<file path="src/rtl/ram_fifo_pkg.sv">
// ram_fifo_pkg: shared FSM encoding and default geometry for the RAM-backed FIFO controller.
package ram_fifo_pkg;
    localparam int default_data_width = 8;
    localparam int default_addr_width = 3;
    localparam int default_depth      = 2 ** default_addr_width;
    typedef enum logic {st_idle, st_read_wait} state_t;
endpackage

</file>
<file path="src/rtl/ram_fifo_ptr.sv">
// ram_fifo_ptr: wrapping address counter with increment enable and async active-low clear.
module ram_fifo_ptr #(
    parameter int width = 3
) (
    input  logic             clock,
    input  logic             reset,
    input  logic             inc,
    output logic [width-1:0] ptr
);
    always_ff @(posedge clock or negedge reset)
        if (!reset) ptr <= '0;
        else if (inc) ptr <= ptr + width'(1);
endmodule

</file>
<file path="src/rtl/ram_fifo_ctrl.sv">
// ram_fifo_ctrl: turns a single-port synchronous RAM into a valid/ready FIFO with a one-entry output register.
module ram_fifo_ctrl
    import ram_fifo_pkg::*;
#(
    parameter int data_width = default_data_width,
    parameter int addr_width = default_addr_width
) (
    input  logic                  clock,
    input  logic                  reset,
    input  logic                  in_valid,
    input  logic [data_width-1:0] in_data,
    output logic                  in_ready,
    output logic                  out_valid,
    output logic [data_width-1:0] out_data,
    input  logic                  out_ready,
    output logic                  ram_en,
    output logic                  ram_we,
    output logic [addr_width-1:0] ram_addr,
    output logic [data_width-1:0] ram_di,
    input  logic [data_width-1:0] ram_do,
    output logic [addr_width:0]   count,
    output logic                  full,
    output logic                  empty
);
    localparam logic [addr_width:0] full_level = {1'b1, {addr_width{1'b0}}};
    state_t state, state_nxt;
    logic [addr_width-1:0] wr_ptr, rd_ptr;
    logic rd_issue, wr_fire;
    assign full     = count == full_level;
    assign rd_issue = state == st_idle && !out_valid && count != '0;
    assign wr_fire  = in_valid && in_ready;
    assign empty    = count == '0 && state != st_read_wait && !out_valid;
    assign ram_di   = in_data;
    ram_fifo_ptr #(.width(addr_width)) u_wr_ptr (
        .clock(clock), .reset(reset), .inc(wr_fire), .ptr(wr_ptr)
    );
    ram_fifo_ptr #(.width(addr_width)) u_rd_ptr (
        .clock(clock), .reset(reset), .inc(rd_issue), .ptr(rd_ptr)
    );
    always_ff @(posedge clock or negedge reset)
        if (!reset) state <= st_idle;
        else state <= state_nxt;
    always_comb
        state_nxt = state == st_read_wait ? st_idle : rd_issue ? st_read_wait : st_idle;
    // Reads take priority; reset gates in_ready so nothing is accepted while held.
    always_comb begin
        in_ready = !full && !rd_issue && reset;
        ram_en   = rd_issue || wr_fire;
        ram_we   = !rd_issue && wr_fire;
        ram_addr = rd_issue ? rd_ptr : wr_ptr;
    end
    always_ff @(posedge clock or negedge reset)
        if (!reset) count <= '0;
        else if (rd_issue) count <= count - (addr_width + 1)'(1);
        else if (wr_fire) count <= count + (addr_width + 1)'(1);
    // The read issued last edge returns now; reload can't collide with a consume.
    always_ff @(posedge clock or negedge reset)
        if (!reset) begin
            out_valid <= 1'b0;
            out_data  <= '0;
        end else if (state == st_read_wait) begin
            out_valid <= 1'b1;
            out_data  <= ram_do;
        end else if (out_valid && out_ready) begin
            out_valid <= 1'b0;
        end
endmodule

</file>
<file path="config.mk">
export PLATFORM = sky130hd
export DESIGN_NAME = ram_fifo_ctrl
export DESIGN_NICKNAME = d
export VERILOG_FILES = /design/src/rtl/ram_fifo_pkg.sv /design/src/rtl/ram_fifo_ptr.sv /design/src/rtl/ram_fifo_ctrl.sv
export SDC_FILE = /design/constraint.sdc
export NUM_CORES = 1
export LEC_CHECK = 0
export BUFFER_PORTS_ARGS = -buffer_cell sky130_fd_sc_hd__buf_2
export CAP_MARGIN = 20
export CORE_MARGIN = 2
export CORE_UTILIZATION = 30
export CTS_BUF_LIST = sky130_fd_sc_hd__clkbuf_8 sky130_fd_sc_hd__clkbuf_16
export DETAILED_ROUTE_END_ITERATION = 8
export PLACE_DENSITY = 0.58
export SLEW_MARGIN = 20
export SYNTH_ARGS = -nofsm -noshare
export SYNTH_HDL_FRONTEND = slang
export SYNTH_SLANG_ARGS = --single-unit
</file>
<file path="constraint.sdc">
create_clock -name clock -period 2.15 [get_ports clock]
set_input_delay 0.215 -clock clock [delete_from_list [all_inputs] [get_ports clock]]
set_output_delay 0.215 -clock clock [all_outputs]
set_load 0.03 [all_outputs]
</file>
## Yosys cells after proc, flatten, opt, wreduce, memory -nomap -nowiden

Cells that the tools add are included.
Widths: inputs -> output; s select.

- Register bits: 20
- Bits in latches: 0
- RAM bits: 0
- ROM bits: 0
- Output and inout bits: 29
- Memories kept: 0

- Add/subtract/negate cells: 4
- $mul: 0
- Div/mod/pow operators: 0
- $lt $le $gt $ge: 0
- Equality and inequality tests: 1
- Shift-type cells: 0
- Mux-type cells: 7
- Bitwise gates (word level): 1
- Reductions and logical operators: 17

Operators by type and width:

| kind | number |
|---|---|
| $logic_and 1x1->1 | 9 |
| $mux 4 | 2 |
| $add 3x1->3 const B | 2 |
| $add 4x1->4 const B | 1 |
| $eq 4x4->1 const B | 1 |
| $logic_not 4->1 | 1 |
| $mux 1 | 4 |
| $reduce_bool 2->1 | 2 |
| $reduce_bool 4->1 | 1 |
| $sub 4x1->4 const B | 1 |
| $logic_not 1->1 | 3 |
| $mux 3 | 1 |
| $logic_or 1x1->1 | 1 |
| $not 1->1 | 1 |

## Logic depth before layout (Yosys ltp)

Gate-level depths: netlist of the first run.

- Depth in word-level cells: 9
- Gate-level depth with buffers: 8

## By module

From an unflattened synthesis of the first run, not the netlist that was laid out.

- Cell total of the unflattened synthesis: 87
- Area, all modules: 1059.8 µm²

Modules (own cells, without submodules):

| module | times used | cells an instance | area an instance (µm²) |
|---|---|---|---|
| ram_fifo_ctrl | 1 | 71 | 812.0 |
| ram_fifo_ptr | 2 | 8 | 123.9 |

## Worst setup path after synthesis of the first run

Ideal clock, no wire load.

- Kind: reg-to-reg
- Start point: register count[1]
- End point: register count[1]
- Data arrival time: 2.279 ns
- Data required time: 2.022 ns
- Slack: -0.256 ns
- Stages on the path, launching flop included: 5
- Period minus slack after synthesis: 2.406 ns
- Cells stage by stage: dfrtp_1 -> buf_2 -> nor4b_4 -> o22ai_1 -> mux2_1

- Elaborated cells between the ends (all ways): 13
- Classes of those cells: add/sub: 2; eq/ne: 1; mux: 2; reduce/logical: 8

RTL lines:

| item | line | source |
|---|---|---|
| start: declaration | ram_fifo_ctrl.sv:21 | `output logic [addr_width:0] count,` |
| start signal: assignment | ram_fifo_ctrl.sv:54 | `else if (rd_issue) count <= count - (addr_width + 1)'(1);` |
| start signal: assignment | ram_fifo_ctrl.sv:55 | `else if (wr_fire) count <= count + (addr_width + 1)'(1);` |
| $eq 4x4->1 | ram_fifo_ctrl.sv:29 | `assign full = count == full_level;` |
| via full | ram_fifo_ctrl.sv:22 | `output logic full,` |
| $logic_not 1->1 | ram_fifo_ctrl.sv:47 | `in_ready = !full && !rd_issue && reset;` |
| $logic_and 1x1->1 (2 in series) | ram_fifo_ctrl.sv:47 |  |
| $logic_and 1x1->1 | ram_fifo_ctrl.sv:31 | `assign wr_fire = in_valid && in_ready;` |
| $reduce_bool 2->1 (no line) | n/a |  |

The timed path passes the listed nets, and every way through them passes these cells. The select of a mux whose other input is x is not followed.
A chain may end at the register's enable or synchronous reset.

## Worst setup path in the final report of the first run

- Start point: register count[3]
- End point: output port ram_we

- Word-level cells in the longest chain between the ends: 7
- Elaborated cells between the ends (all ways): 9
- Classes of those cells: eq/ne: 1; reduce/logical: 8

Ends and longest elaborated chain:

| item | line | source |
|---|---|---|
| $reduce_bool 4->1 | ram_fifo_ctrl.sv:30 | `assign rd_issue = state == st_idle && !out_valid && count != '0;` |
| $logic_and 1x1->1 | ram_fifo_ctrl.sv:30 |  |
| $logic_not 1->1 | ram_fifo_ctrl.sv:47, ram_fifo_ctrl.sv:49 |  |
| $logic_and 1x1->1 (2 in series) | ram_fifo_ctrl.sv:47 |  |
| $logic_and 1x1->1 | ram_fifo_ctrl.sv:31 |  |
| $logic_and 1x1->1 (*) | ram_fifo_ctrl.sv:49 | `ram_we = !rd_issue && wr_fire;` |
| end: declaration | ram_fifo_ctrl.sv:17 | `output logic ram_we,` |

Mark *: on every way between the ends. The rest lies on a longest branch, timed or not.

==> impl_summary.log, run 1 <==
INFO  metric max_freq = 475 MHz
INFO  metric crit_path_max_fanout = 6
INFO  metric part_of_the_cycle_the_worst_path_needs = 98.0%
INFO  metric gp_congestion = 0.774
INFO  metric yosys.cell_types.count = 31
INFO  metric numClockSinks = 20
INFO  metric power-per-cell-area = around 1900 mW/mm^2
INFO  metric drt_pre_antenna_iters = 3
INFO  metric insertion_delay = between 0.2 and 0.3 ns
INFO  metric starting_density_of_the_core = 31.6%
INFO  metric post_route_cells_drive_above_1_share = 52.1%
INFO  metric finalWorstSetupSlack = 0.0439 ns
INFO  metric fin_hold_viols = 0
INFO  metric swShare = between 40% and 50%
INFO  metric max_slew_violation_count = 0
INFO  metric first_global_vias = roughly 790
INFO  metric seq_power_share = 30.1%
INFO  metric postSynthCellCount = between 80 and 90
INFO  metric grt_setup_unrepaired = true
INFO  metric critical_path.cell_chain = or4_4 -> a211oi_4 -> buf_6
INFO  metric critical_path.startpoint_type = flip-flop
INFO  metric routed_via_density = 4.64
INFO  metric die_width = 63.5 um
INFO  metric ys.flop_type = sky130_fd_sc_hd__dfrtp_1
INFO  metric power_frac_clock = 14.9%
INFO  metric syn-cell-area = around 0.0011 mm^2
INFO  metric num-nets-final = ~140
INFO  metric pin_count_of_the_biggest_net_entering_global_routing = 14
INFO  metric tritoncts.num_buffers = 3
INFO  metric cpPeakStageDelay = 0.62 ns
INFO  metric routed_wirelength = approximately 2200 um
INFO  metric grt_pass1_wl = 3720 um
INFO  metric cts.path.max_buffers = 2
INFO  metric final_area = approximately 0.0014 mm^2
INFO  metric drcViolationCount = 0
INFO  metric tritoncts_clock_tree = yes
INFO  metric power_leakage = between 0.6 and 0.7 nW
INFO  metric grt.total_usage = 11.7%
INFO  metric die_y = 63.5 um
INFO  metric post-place-ws = 0.155 ns
INFO  metric slowest_cp_cell = sky130_fd_sc_hd__or4_4
INFO  metric number_of_setup_violations_in_the_final_report = 0
INFO  metric ys_ff_latch = 20
INFO  metric floorplan.core_area = between 0.003 and 0.004 mm^2
INFO  metric max-slew-margin-rel = 67.2%
INFO  metric clock_skew = between 0.003 and 0.004 ns
INFO  metric detail_route.iter0.violations = 11
INFO  metric synth-edff-count = 0
INFO  metric fp-row-count = 21
INFO  metric port_buf_inserts = 32
INFO  metric period_needed = 2.11 ns
INFO  metric power.share.combinational = 55.0%
INFO  metric ant_nets = 0
INFO  metric ys.warnings.count = 0
INFO  metric hold_class = input pin to flip-flop
INFO  metric worstPathBufferInverterCount = 1
INFO  metric clock_tree.root_cell = sky130_fd_sc_hd__clkbuf_8
INFO  metric ys_seq_area_share = 47.1%
INFO  metric worstSetupPathType = flip-flop to output port
INFO  metric avgSynthCellArea = 12.5 um^2
INFO  metric critical-path-top-delay-family = simple AND/OR/NAND/NOR gates
INFO  metric route.detailed.wl_per_inst = ~13 um
INFO  metric total_power = ~2.5 mW
INFO  metric total_grt_overflow = 0
INFO  metric design.die.area = 0.00404 mm^2
INFO  metric worst_supply_voltage_drop_on_vdd = just over 0.0009 V
INFO  metric worst_endpoint_data_arrival_time = 1.89 ns
INFO  metric timing.hold.ws = 0.183 ns
INFO  metric dpl.hpwl = 1600 um
INFO  metric place_area = 0.00124 mm^2
INFO  metric max_cap_violations = 0
INFO  metric critPathRequiredTime = just under 2 ns
INFO  metric synth_fp_nets = 108
INFO  metric ys_async_sr_fraction = 100%
INFO  metric run_status = finished clean
INFO  metric cts-htree-levels = 1
INFO  metric syn_to_final_growth = 27.3%
INFO  metric power.net_switching = 1.13 mW
INFO  metric antenna_cells_inserted = 0
INFO  metric worst_slew_pin_tran = approximately 0.5 ns
INFO  metric type_of_element_capturing_the_critical_path = output port
INFO  metric antenna_found_initial = 0
INFO  metric p_int = 1.38 mW
INFO  metric boundaryPins = between 40 and 50
INFO  metric route.vias.total = 756
INFO  metric clk_pin_slew_worst_paths = roughly 0.08 ns
-- what timing repair did --
| item | 4_1_cts | 5_1_grt |
|---|---|---|
| pin swaps | 0 | 1 |
| gates resized for setup | 1 | 4 |
| gates cloned | 0 | 0 |
| hold endpoints to repair | 7 | 0 |
| setup endpoints to repair | 3 | 3 |
| setup buffers | 0 | 2 |
| hold buffers | 1 | 0 |
-- state kept, by name, indices dropped and copies added (netlist names) --
| register | count |
|---|---|
| out_data | 8 |
| count | 4 |
| u_rd_ptr.ptr | 3 |
| u_wr_ptr.ptr | 3 |
| state | 1 |
| out_valid | 1 |
-- kinds of logic (layout without fill, tap and decap cells) --
group | count (synthesis) | in the layout | share of synthesized area [%]
buf+inv | 15 | 47 | 9.65
fa+ha+maj | 3 | 3 | 3.53
xor+xnor | 6 | 6 | 4.94
mux | 14 | 14 | 15.2
compound gates | 11 | 11 | 9.41
simple gates | 16 | 16 | 10.2
flops | 20 | 20 | 47.1
-- metrics by stage --
| stage | TNS, ns | instances | util (%) |
|---|---|---|---|
| 6_report | 0 | 163 | 40.3 |
| 5_1_grt | -0.0165 | 163 | 40.3 |
| 4_1_cts | 0 | 161 | 39.4 |
| 3_5_place_dp | 0 | 156 | 36.8 |
| 3_3_place_gp | 0 | 156 | 36.8 |
| 2_1_floorplan | -0.133 | 85 | - |
-- synth_stat cells (2+ instances only) --
| library cell | count | area (um^2) |
|---|---|---|
| sky130_fd_sc_hd__a211oi_1 | 3 | 22.5 |
| sky130_fd_sc_hd__inv_1 | 3 | 11.3 |
| sky130_fd_sc_hd__dfrtp_1 | 20 | 500 |
| sky130_fd_sc_hd__buf_6 | 2 | 22.5 |
| sky130_fd_sc_hd__nor4_1 | 2 | 12.5 |
| sky130_fd_sc_hd__nand3_1 | 4 | 20.0 |
| sky130_fd_sc_hd__xor2_1 | 5 | 43.8 |
| sky130_fd_sc_hd__mux2_1 | 4 | 45.0 |
| sky130_fd_sc_hd__ha_1 | 3 | 37.5 |
| sky130_fd_sc_hd__nor2_1 | 3 | 11.3 |
| sky130_fd_sc_hd__buf_4 | 8 | 60.1 |
| sky130_fd_sc_hd__mux2_2 | 9 | 101 |
-- layout by cell type (no fill, tap or decap), types with 2 or more instances in the layout --
| master | instances |
|---|---|
| sky130_fd_sc_hd__a211oi_1 | 3 |
| sky130_fd_sc_hd__buf_2 | 31 |
| sky130_fd_sc_hd__buf_4 | 7 |
| sky130_fd_sc_hd__clkbuf_8 | 3 |
| sky130_fd_sc_hd__dfrtp_1 | 18 |
| sky130_fd_sc_hd__dfrtp_2 | 2 |
| sky130_fd_sc_hd__ha_1 | 3 |
| sky130_fd_sc_hd__inv_1 | 3 |
| sky130_fd_sc_hd__mux2_1 | 4 |
| sky130_fd_sc_hd__mux2_2 | 9 |
| sky130_fd_sc_hd__nand3_1 | 4 |
| sky130_fd_sc_hd__nor2_1 | 3 |
| sky130_fd_sc_hd__xor2_1 | 5 |
-- power groups by stage --
stage          Clock (mW)  Sequential, mW  Combinational (mW)
2_1_floorplan           0           0.955               0.832
3_3_place_gp            0           0.744                1.32
3_5_place_dp            0           0.753                1.34
4_1_cts             0.387           0.755                1.35
5_1_grt             0.404           0.793                1.49
6_report            0.375           0.758                1.38
-- cell type report --
class,instances,area [um^2]
Sequential cell,20,503
Multi-Input combinational cell,50,482
Clock inverter,1,30.0
Tap cell,46,57.6
Inverter,3,11.3
Timing Repair Buffer,40,229
Clock buffer,3,41.3
Fill cell,352,2010
-- worst paths after layout --
path                                  from               to  slack, ns  depth (start not counted)
setup / recovery                  count[3]           ram_we       0.04                          3
hold / removal                   ram_do[5]      out_data[5]       0.18                          2
setup reg to reg                  count[3]  u_wr_ptr.ptr[1]       0.25                          3
hold reg to reg            u_wr_ptr.ptr[2]  u_wr_ptr.ptr[2]       0.47                          1
max in group asynchronous            reset         count[1]       1.32                          3
min in group asynchronous            reset  u_wr_ptr.ptr[0]       0.36                          2
-- metal layers --
layer | global-route usage (%) | routed length, um | share of wire, % | up-vias
met3 | 4.46 | 147 | 6.8 | 0
met5 | 0 | 0 | 0 | -
li1 | - | - | - | 363
met2 | 18.8 | 1050 | 48 | 28
met1 | 15.3 | 971 | 45 | 365
met4 | 1.90 | 0 | 0 | 0
(Power assumes the default switching activity.)
==> run 2, diff against run 1 <==
--- a/config.mk
+++ b/config.mk
@@ -12,6 +12,8 @@
 export CTS_BUF_LIST = sky130_fd_sc_hd__clkbuf_8 sky130_fd_sc_hd__clkbuf_16
 export DETAILED_ROUTE_END_ITERATION = 8
 export PLACE_DENSITY = 0.58
+export RECOVER_POWER = 50
+export REMOVE_ABC_BUFFERS = 1
 export SLEW_MARGIN = 20
 export SYNTH_ARGS = -nofsm -noshare
 export SYNTH_HDL_FRONTEND = slang
==> impl_summary.log, run 2 (synthesis gave the netlist of run 1 again) <==
INFO  metric floorplan.core_area = 0.00336 mm^2 (unchanged)
INFO  metric cpPeakStageDelay = 0.60 ns (-0.02 ns)
INFO  metric worstSetupPathType = flip-flop to output port
INFO  metric design.die.area = 0.00404 mm^2 (unchanged)
INFO  metric power-per-cell-area = 1870 mW/mm^2 (+0.43%)
INFO  metric numClockSinks = 20 (unchanged)
INFO  metric die_y = 63.5 um (unchanged)
INFO  metric route.vias.total = 772 (+2.1%)
INFO  metric hold_path_depth = 2 (unchanged)
INFO  metric holdCritStartpoint = ram_do[4]
INFO  metric crit_path_max_fanout = 8 (+2)
INFO  metric antenna_cells_inserted = 0 (unchanged)
INFO  metric cts-htree-levels = 1 (unchanged)
INFO  metric critical_path.reg2reg.startpoint = count[2]
INFO  metric slowest_cp_cell = sky130_fd_sc_hd__or4_4
INFO  metric port_buf_inserts = 32 (unchanged)
INFO  metric antenna_found_initial = 0 (unchanged)
INFO  metric route.detailed.wl_per_inst = 13.6 um (+2.0%)
INFO  metric insertion_delay = 0.26 ns (about the same)
INFO  metric run_status = finished clean
INFO  metric finalWorstSetupSlack = 0.0731 ns (+0.0292 ns)
INFO  metric clk_pin_slew_worst_paths = 0.08 ns (about the same)
INFO  metric critPathRequiredTime = 1.93 ns (about the same)
INFO  metric power_leakage = 0.598 nW (-3.2%)
INFO  metric total_power = 2.48 mW (-1.5%)
INFO  metric total_grt_overflow = 0 (unchanged)
INFO  metric max-slew-margin-rel = 62.9% (-4.3 points)
INFO  metric max_freq = 481 MHz (+1.4%)
INFO  metric grt_pass1_wl = 3680 um (-0.94%)
INFO  metric boundaryPins = 49 (unchanged)
INFO  metric hold-path-endpoint = out_data[4]
INFO  metric detail_route.iter0.violations = 15 (+4)
INFO  metric seq_power_share = 31.2% (+1.1 points)
INFO  metric type_of_element_capturing_the_critical_path = output port
INFO  metric part_of_the_cycle_the_worst_path_needs = 96.6% (-1.4 points)
INFO  metric dpl.hpwl = 1650 um (+3.0%)
INFO  metric post-place-ws = 0.172 ns (+0.0166 ns)
INFO  metric mostFrequentLayoutCell = sky130_fd_sc_hd__buf_2
INFO  metric r2r-end = count[2]
INFO  metric critical_path.cell_chain = or4_4 -> a211oi_4 -> buf_6
INFO  metric p_int = 1.35 mW (-2.3%)
INFO  metric gp_congestion = 0.741 (-4.3%)
INFO  metric max_slew_violation_count = 0 (unchanged)
INFO  metric layout.filler_cells = 358 (+1.7%)
INFO  metric drcViolationCount = 0 (unchanged)
INFO  metric hold_class = input pin to flip-flop
INFO  metric worstPathBufferInverterCount = 1 (unchanged)
INFO  metric worst_supply_voltage_drop_on_vdd = 0.000753 V (-19%)
INFO  metric post_route_cells_drive_above_1_share = 48.2% (-3.9 points)
INFO  metric cts.path.max_buffers = 2 (unchanged)
INFO  metric fin_hold_viols = 0 (unchanged)
INFO  metric postCtsSetupRepairBufs = 0 (unchanged)
INFO  metric layout_common_cells = 29 x sky130_fd_sc_hd__buf_2, 19 x sky130_fd_sc_hd__dfrtp_1, 9 x sky130_fd_sc_hd__mux2_2
INFO  metric power.share.combinational = 53.7% (-1.3 points)
INFO  metric max_cap_violations = 0 (unchanged)
INFO  metric largestRegisters = out_data: 8 flops, count: 4 flops
INFO  metric first_global_vias = 807 (+2.4%)
INFO  metric critical_path.startpoint_type = flip-flop
INFO  metric final_area = 0.00133 mm^2 (-1.9%)
INFO  metric number_of_setup_violations_in_the_final_report = 0 (unchanged)
INFO  metric clock_skew = 0.00873 ns (+0.00545 ns)
INFO  metric worst_slew_pin_tran = 0.554 ns (+0.0641 ns)
INFO  metric pin_count_of_the_biggest_net_entering_global_routing = 15 (+1)
INFO  metric tritoncts.num_buffers = 3 (unchanged)
INFO  metric ant_nets = 0 (unchanged)
INFO  metric starting_density_of_the_core = 31.6% (unchanged)
INFO  metric critical-path-top-delay-family = simple AND/OR/NAND/NOR gates
INFO  metric worstRegToRegCells = 7 (+4)
INFO  metric period_needed = 2.08 ns (-0.0292 ns)
INFO  metric grt_setup_unrepaired = false
INFO  metric place_area = 0.00122 mm^2 (-1.3%)
INFO  metric clock_tree.root_cell = sky130_fd_sc_hd__clkbuf_8
INFO  metric die_width = 63.5 um (unchanged)
INFO  metric swShare = 45.5% (+0.44 points)
INFO  metric grt.total_usage = 11.9% (+0.13 points)
INFO  metric fp-row-count = 21 (unchanged)
INFO  metric syn_to_final_growth = 24.8%
INFO  metric tritoncts_clock_tree = yes
INFO  metric worst_endpoint_data_arrival_time = 1.86 ns (-0.03 ns)
INFO  metric routed_via_density = 4.83 (+4.0%)
INFO  metric power.net_switching = 1.13 mW (-0.55%)
INFO  metric routed_wirelength = 2170 um (about the same)
INFO  metric worst-r2r-setup-slack = 0.26 ns (about the same)
INFO  metric registers.top_by_ff_count = out_data
INFO  metric drt_pre_antenna_iters = 4 (+1)
INFO  metric power_frac_clock = 15.1% (+0.2 points)
INFO  metric num-nets-final = 138 (-2.1%)
INFO  metric largest_reg_flops = 8 (unchanged)
## run 2: cell types whose count changed in the layout (fill, tap and decap cells not counted), sizes merged
cell / before / now
clkbuf: 3 / 5
buf: 39 / 34
## run 2: worst max path at each step
stage | from | end | slack (ns) | depth (start not counted)
floorplan | count[2] | count[1] | -0.19 | 3
global route | count[2] | ram_addr[0] | 0.01 | 5
CTS | count[2] | ram_we | 0.02 | 3
finish | count[2] | ram_we | 0.07 | 3
detailed placement | count[2] | count[2] | 0.17 | 7
global placement | count[2] | count[2] | 0.26 | 7
## run 2: power groups by stage
stage                     logic (mW)  registers (mW)  clock network [mW]
after floorplan                0.683            1.00                   0
after global placement          1.30           0.746                   0
after detailed placement        1.33           0.755                   0
after CTS                       1.34           0.762               0.383
after global routing            1.44           0.807               0.404
final                           1.33           0.773               0.374
## run 2: worst register-to-register path: stages, from the launching register on
cell,delay [ns]
sky130_fd_sc_hd__dfrtp_2,0.49
sky130_fd_sc_hd__nor4_4,0.35
sky130_fd_sc_hd__nor2_2,0.08
sky130_fd_sc_hd__xor2_1,0.14
sky130_fd_sc_hd__ha_1,0.20
sky130_fd_sc_hd__nor2_1,0.07
sky130_fd_sc_hd__a31o_1,0.23
sky130_fd_sc_hd__o221a_1,0.22
## run 2: layer usage
layer  wire length [um]  vias up  GRT usage [%]
met2               1060       36           19.9
met4                 55        0           7.88
met1                897      374           12.8
li1                   -      357              -
met3                161        5           3.75
met5                  0        -              0
## run 2: final cells by class
cell class / instances / area, um^2 / share of cell area, %
timing repair buffer: 37 / 204 / 15.4
multi-input combinational: 50 / 482 / 36.3
clock buffer: 3 / 41.3 / 3.11
inverter: 3 / 11.3 / 0.848
sequential: 20 / 502 / 37.8
clock inverter: 1 / 30.0 / 2.26
tap: 46 / 57.6 / 4.34
## run 2: what timing repair did
action	CTS	global route
gates resized for setup	3	3
hold buffers	1	0
pin swaps	0	1
hold endpoints to repair	9	0
endpoints found under the setup margin	3	4
## run 2: stage by stage
step | setup TNS [ns] | std cells | hold slack [ns] | utilization (%)
after global routing | 0 | 160 | 0.182 | 39.5
after floorplan | -0.246 | 73 | -0.0806 | -
final | 0 | 160 | 0.180 | 39.5
after detailed placement | 0 | 155 | 0.118 | 36.3
after CTS | 0 | 160 | 0.176 | 39.0
after global placement | 0 | 155 | 0.117 | 36.3
